### config.mk
export PLATFORM = sky130hd
export DESIGN_NAME = simd_acc_writeback
export DESIGN_NICKNAME = d
export VERILOG_FILES = /design/src/rtl/simd_acc_writeback.sv
export SDC_FILE = /design/constraint.sdc
export NUM_CORES = 1
export LEC_CHECK = 0
export CAP_MARGIN = 20
export CORE_MARGIN = 1.5
export CORE_UTILIZATION = 46
export DETAILED_ROUTE_END_ITERATION = 6
export PLACE_DENSITY = 0.85
export SLEW_MARGIN = 20
export SYNTH_ARGS = -nofsm -noshare
export SYNTH_HDL_FRONTEND = slang
export SYNTH_SLANG_ARGS = --single-unit
export TNS_END_PERCENT = 5
### constraint.sdc
create_clock -name clk -period 3.3 [get_ports clk]
set_input_delay 0.33 -clock clk [delete_from_list [all_inputs] [get_ports clk]]
set_output_delay 0.33 -clock clk [all_outputs]
set_load 0.02 [all_outputs]
### src/rtl/simd_acc_writeback.sv
// Accumulator / write-back stage behind the 32-bit SIMD three-input ALU: feeds back S and top-of-lane carries,
// counts lane carries into guard bits, and hands the result downstream. Optional sticky overflow: SIMD_ACC_STICKY_OVF_EN.
module simd_acc_writeback #(
  parameter int WIDTH = 32,
  parameter int GUARD = 4,
  parameter int LEN_W = 8
) (
  input  logic               clk,
  input  logic               rst_n,
  input  logic [1:0]         use_simd,
  input  logic               start,
  input  logic [LEN_W-1:0]   acc_len,
  input  logic [WIDTH-1:0]   alu_s,
  input  logic [3:0]         alu_cout,
  input  logic               alu_valid,
  output logic [WIDTH-1:0]   fb_w,
  output logic [3:0]         fb_cin,
  output logic [WIDTH-1:0]   res_data,
  output logic [4*GUARD-1:0] res_ext,
  output logic               res_valid,
  input  logic               res_ready,
  output logic               busy,
  output logic [1:0]         dbg_state
`ifdef SIMD_ACC_STICKY_OVF_EN
  ,
  output logic [3:0]         res_ovf
`endif
);

  // Result handshake: res_valid is high for the whole DRAIN state and res_data/res_ext are frozen
  // until the cycle where res_valid && res_ready, which is the only cycle the result is consumed.
  typedef enum logic [1:0] {IDLE = 2'd0, ACCUM = 2'd1, DRAIN = 2'd2} state_t;

  state_t             state, next_state;
  logic [1:0]         simd_q;
  logic [LEN_W-1:0]   len_q;
  logic [LEN_W-1:0]   cnt;
  logic [WIDTH-1:0]   acc;
  logic [3:0]         cin_q;
  logic [4*GUARD-1:0] guard, guard_nxt;
  logic [3:0]         top_mask;
  logic [3:0]         wrap;
  logic               accept_start;
  logic               take_sample;

  always_ff @(posedge clk or negedge rst_n) begin
    if (!rst_n) state <= IDLE;
    else        state <= next_state;
  end

  always_comb begin
    next_state   = state;
    accept_start = 1'b0;
    take_sample  = 1'b0;
    case (state)
      IDLE: begin
        if (start) begin
          accept_start = 1'b1;
          next_state   = (acc_len == '0) ? DRAIN : ACCUM;
        end
      end
      ACCUM: begin
        if (alu_valid) begin
          take_sample = 1'b1;
          if (cnt == len_q - LEN_W'(1)) next_state = DRAIN;
        end
      end
      DRAIN: begin
        if (res_ready) begin
          if (start) begin
            accept_start = 1'b1;
            next_state   = (acc_len == '0) ? DRAIN : ACCUM;
          end else begin
            next_state = IDLE;
          end
        end
      end
      default: next_state = IDLE;
    endcase
  end

  // Segments that terminate a lane; only their carries leave the ALU.
  always_comb begin
    case (simd_q)
      2'b00:   top_mask = 4'b1000;
      2'b01:   top_mask = 4'b1010;
      default: top_mask = 4'b1111;
    endcase
  end

  always_comb begin
    guard_nxt = guard;
    wrap      = '0;
    for (int i = 0; i < 4; i++) begin
      if (alu_cout[i] && top_mask[i]) begin
        guard_nxt[GUARD*i +: GUARD] = guard[GUARD*i +: GUARD] + GUARD'(1);
        wrap[i] = (guard[GUARD*i +: GUARD] == {GUARD{1'b1}});
      end
    end
  end

  always_ff @(posedge clk or negedge rst_n) begin
    if (!rst_n) begin
      simd_q <= '0;
      len_q  <= '0;
      cnt    <= '0;
      acc    <= '0;
      cin_q  <= '0;
      guard  <= '0;
    end else if (accept_start) begin
      simd_q <= use_simd;
      len_q  <= acc_len;
      cnt    <= '0;
      acc    <= '0;
      cin_q  <= '0;
      guard  <= '0;
    end else if (take_sample) begin
      acc   <= alu_s;
      cin_q <= alu_cout & top_mask;
      guard <= guard_nxt;
      cnt   <= cnt + LEN_W'(1);
    end
  end

`ifdef SIMD_ACC_STICKY_OVF_EN
  logic [3:0] ovf_q;

  always_ff @(posedge clk or negedge rst_n) begin
    if (!rst_n)            ovf_q <= '0;
    else if (accept_start) ovf_q <= '0;
    else if (take_sample)  ovf_q <= ovf_q | wrap;
  end

  assign res_ovf = ovf_q;
`else
  logic unused_wrap;
  assign unused_wrap = ^wrap;
`endif

  assign fb_w      = acc;
  assign fb_cin    = cin_q;
  assign res_data  = acc;
  assign res_ext   = guard;
  assign res_valid = (state == DRAIN);
  assign busy      = (state != IDLE);
  assign dbg_state = state;

endmodule

==> metrics.md <==
| Metric | Value |
|---|---|
| Clock period minus worst slack | slightly below 2 ns |
| Remaining antenna violation count after routing | 0 |
| Starting utilization of the core area | 48.6% |
| Worst hold-check path type | in -> async |
| Part of the cycle the worst path needs | 59.4% |
| Share of the yosys chip area belonging to registers | a little over half |
| Met2 Track Usage GR | 37.2% |
| Critical path data arrival time | approximately 1.6 ns |
| Critical path fanouts, max | 8 |
| Final HPWL DP | 5770 um |
| Maximum number of pins on one net before global-route repair | 73 |
| Via count of the first global-routing pass | 2,779 |
| Max cap viols | 0 |
| Max H-tree Level | 3 |
| Antenna violations before repair | 0 |
| Worst slew margin | 41.6% |
| Final Total Pwr | 0.00463 W |
| Highest clock frequency the design can meet | around 500 MHz |
| Final Hold Fails | 0 |
| Gp weighted congestion | roughly 0.85 |
| TritonCTS clock tree | built |
| Transition time at the pin with the least slew margin | 0.876 ns |
| Area Overhead vs Synth | 42.6% |
| Die boundary height | ~88 um |
| Global-route congestion overflow total | 0 |
| Worst reg2reg setup slack | 1.45 ns |
| Post-synth design cell area | 3360 um^2 |
| Count of synthesis-stage warnings from yosys | 0 |
| Via total after detailed routing | 2,689 |
| Detailed-route wire length | between 8000 and 9000 um |
| Met1 Track Usage GR | 26.5% |
| Clock Skews | 0.0112 ns |
| Post_cts resized | 0 |
| Core outline area | 6910 um^2 |
| Peak supply drop | 0.549 mV |
| Total setup buffers inserted after CTS | 0 |
| Number of distinct library cell variants in the gate-level netlist after synthesis | between 40 and 50 |
| Required time at the worst-slack endpoint | about 3.0 ns |
| Final setup TNS | 0 ns |
| Final Util | 69.3% |
| Die Span X | 88.4 um |
| Max Slew Vio Count | 0 |
| Number of optimization iterations in the first detailed-route pass | 5 |
| Outcome | finished clean |
| Post-layout net count | between 400 and 500 |
| Standard-cell rows | 30 |
| Leakage component of the power | 2.12 nW |
| Number of vias per cell after detailed routing | 5.23 |
| Remaining routing DRC violations | 0 |
| CTS Root Cell | sky130_fd_sc_hd__clkbuf_8 |
| Sinks on Clock Net | 72 |
| Share of post-route cells with drive strength above 1 | 7.66% |
| Clock latency on the worst-skew pair | 0.34 ns |
| Number of nets in the synthesized netlist | 365 |
| Unrepaired setup endpoints after global routing | no |
| Most utilized layer in the global route result | met2 |
| Mean post-synth cell area | 10.9 um^2 |
| Clock-pin slew reported for the worst setup and hold paths after clock tree synthesis | roughly 0.080 ns |
| Buffers from clock root to sink, at most | 2 |
| GR Util All Layers | about 22% |
| Die Area | 7820 um^2 |
| Gate count after technology mapping | 308 |
| Element type at the critical path start | flop |
| # setup viols final | 0 |
| Endpoint class of the critical path | output port |
| Count of boundary I/O pins | 139 |
| Post-synthesis register bit count | 72 |
| Category of the most critical setup path | reg -> out |
| Number of I/O port buffers | 138 |
| Ratio of total power to cell area | 968 nW/um^2 |
| Clock buffers created by TritonCTS | 9 |
| Hold bufs inserted after CTS | 0 |
| Per-cell routed wire length | ~16 um |
| Starting DRT DRC Count | approximately 110 |
| Diodes inserted | 0 |
| Routing usage on met3 | roughly 4.6% |
| Wire length of the first global-routing pass | ~13,000 um |
## where the power goes
group	internal (W)	leakage, nW	total, W	switching [W]
Combinational	0.00117	1.11	0.00233	0.00116
Sequential	0.00123	0.911	0.00160	0.000371
Clock	0.000371	0.0949	0.000703	0.000332
Total	0.00276	2.12	0.00463	0.00187
## worst max-delay path: stages (launching register included)
cell	delay (ns)
sky130_fd_sc_hd__dfrtp_1	0.46
sky130_fd_sc_hd__or2_2	0.31
sky130_fd_sc_hd__clkdlybuf4s50_1	0.53
## flip-flops by register name (all words and copies together), names as in the netlist
name       flops
cnt            8
fb_w          32
fb_cin         4
res_ext       16
simd_q         2
dbg_state      2
len_q          8
## metrics by stage
| stage | hold slack (ns) | cell area (um^2) | instances | setup WS, ns |
|---|---|---|---|---|
| 6_report | 0.0904 | 4780 | 514 | 1.34 |
| 5_1_grt | 0.179 | 4780 | 514 | 1.28 |
| 3_3_place_gp | 0.465 | 4580 | 498 | 1.18 |
| 4_1_cts | 0.136 | 4780 | 514 | 1.33 |
| 3_5_place_dp | 0.469 | 4580 | 498 | 1.12 |
| 2_1_floorplan | 0.0344 | 3360 | 308 | 1.66 |
## layer usage
layer | wire (um) | up-vias
met1 | 3510 | 1340
met5 | 0 | -
met3 | 526 | 8
met2 | 4170 | 101
li1 | - | 1240
met4 | 78 | 0
## cell families after synthesis
group | count (synthesis) | share of synthesized area, %
buffers and inverters | 50 | 9.43
AOI/OAI and AO/OA | 56 | 13.3
muxes | 4 | 1.23
DFF | 72 | 53.7
xor gates and xnor gates | 25 | 6.52
adders and majority gates | 6 | 2.24
and+or+nand+nor | 95 | 13.6
## path summary, 6_finish.rpt
path / from / end / depth (start not counted)
worst max register to register: dbg_state[1] / cnt[4] / 5
worst min register to register: fb_cin[0] / fb_cin[0] / 1
max in group asynchronous: rst_n / dbg_state[1] / 1
worst min-delay path: rst_n / len_q[4] / 1
worst max-delay path: dbg_state[0] / busy / 2
min in group clk: fb_cin[0] / fb_cin[0] / 1
## cell usage after synthesis
cell	n	share of area, %
sky130_fd_sc_hd__nor3_1	1	0.15
sky130_fd_sc_hd__o211ai_1	1	0.22
sky130_fd_sc_hd__nor2_1	15	1.7
sky130_fd_sc_hd__ha_1	6	2.2
sky130_fd_sc_hd__inv_1	3	0.34
sky130_fd_sc_hd__nor3b_1	1	0.22
sky130_fd_sc_hd__a21oi_1	3	0.45
sky130_fd_sc_hd__o21bai_1	1	0.22
sky130_fd_sc_hd__nand4_1	6	1.1
sky130_fd_sc_hd__o221a_2	1	0.34
sky130_fd_sc_hd__dfrtp_1	72	54
sky130_fd_sc_hd__a311o_1	1	0.30
sky130_fd_sc_hd__nand2b_1	1	0.19
sky130_fd_sc_hd__and3b_1	2	0.52
sky130_fd_sc_hd__nor4_1	2	0.37
sky130_fd_sc_hd__mux2i_1	3	0.89
sky130_fd_sc_hd__nand2_2	1	0.19
sky130_fd_sc_hd__nand3b_1	1	0.22
sky130_fd_sc_hd__or3_1	1	0.19
sky130_fd_sc_hd__and3_1	4	0.75
sky130_fd_sc_hd__buf_4	32	7.2
sky130_fd_sc_hd__a21oi_2	1	0.26
sky130_fd_sc_hd__a31o_1	1	0.26
sky130_fd_sc_hd__nor3_4	1	0.48
sky130_fd_sc_hd__and4_2	1	0.30
sky130_fd_sc_hd__nor2_2	1	0.19
sky130_fd_sc_hd__o211a_2	1	0.30
sky130_fd_sc_hd__a22o_1	33	8.6
sky130_fd_sc_hd__buf_2	7	1.0
sky130_fd_sc_hd__or2_2	1	0.19
sky130_fd_sc_hd__nor2b_1	2	0.37
sky130_fd_sc_hd__mux2_2	1	0.34
sky130_fd_sc_hd__clkbuf_1	8	0.89
sky130_fd_sc_hd__a41oi_1	1	0.26
sky130_fd_sc_hd__nand2_1	47	5.3
sky130_fd_sc_hd__or4_4	1	0.34
sky130_fd_sc_hd__nand3_1	6	0.89
sky130_fd_sc_hd__a31oi_1	1	0.19
sky130_fd_sc_hd__a21o_1	3	0.67
sky130_fd_sc_hd__o21ai_0	8	1.2
sky130_fd_sc_hd__xnor2_1	7	1.8
sky130_fd_sc_hd__xor2_1	18	4.7
## cell type report
cell class,count,area (um^2)
repair buffers,141,1400
fillers,548,2120
well taps,96,120
clock buffers,10,138
inverters,3,11.3
clock inverters,6,66.3
flip-flops and latches,72,1800
multi-input cells,186,1250
## cell usage in the layout, fill, tap and decap left out, drive strengths merged, types with 6 or more instances in the layout
master         synthesis  routed
ha                     6       6
nor2                  16      16
clkbuf                 8      10
nand4                  6       6
a22o                  33      33
nand3                  6       6
xnor2                  7       7
clkdlybuf4s50          0     137
dfrtp                 72      72
xor2                  18      18
o21ai                  8       8
nand2                 48      48
Note: power is estimated with default switching activity, not from simulation.
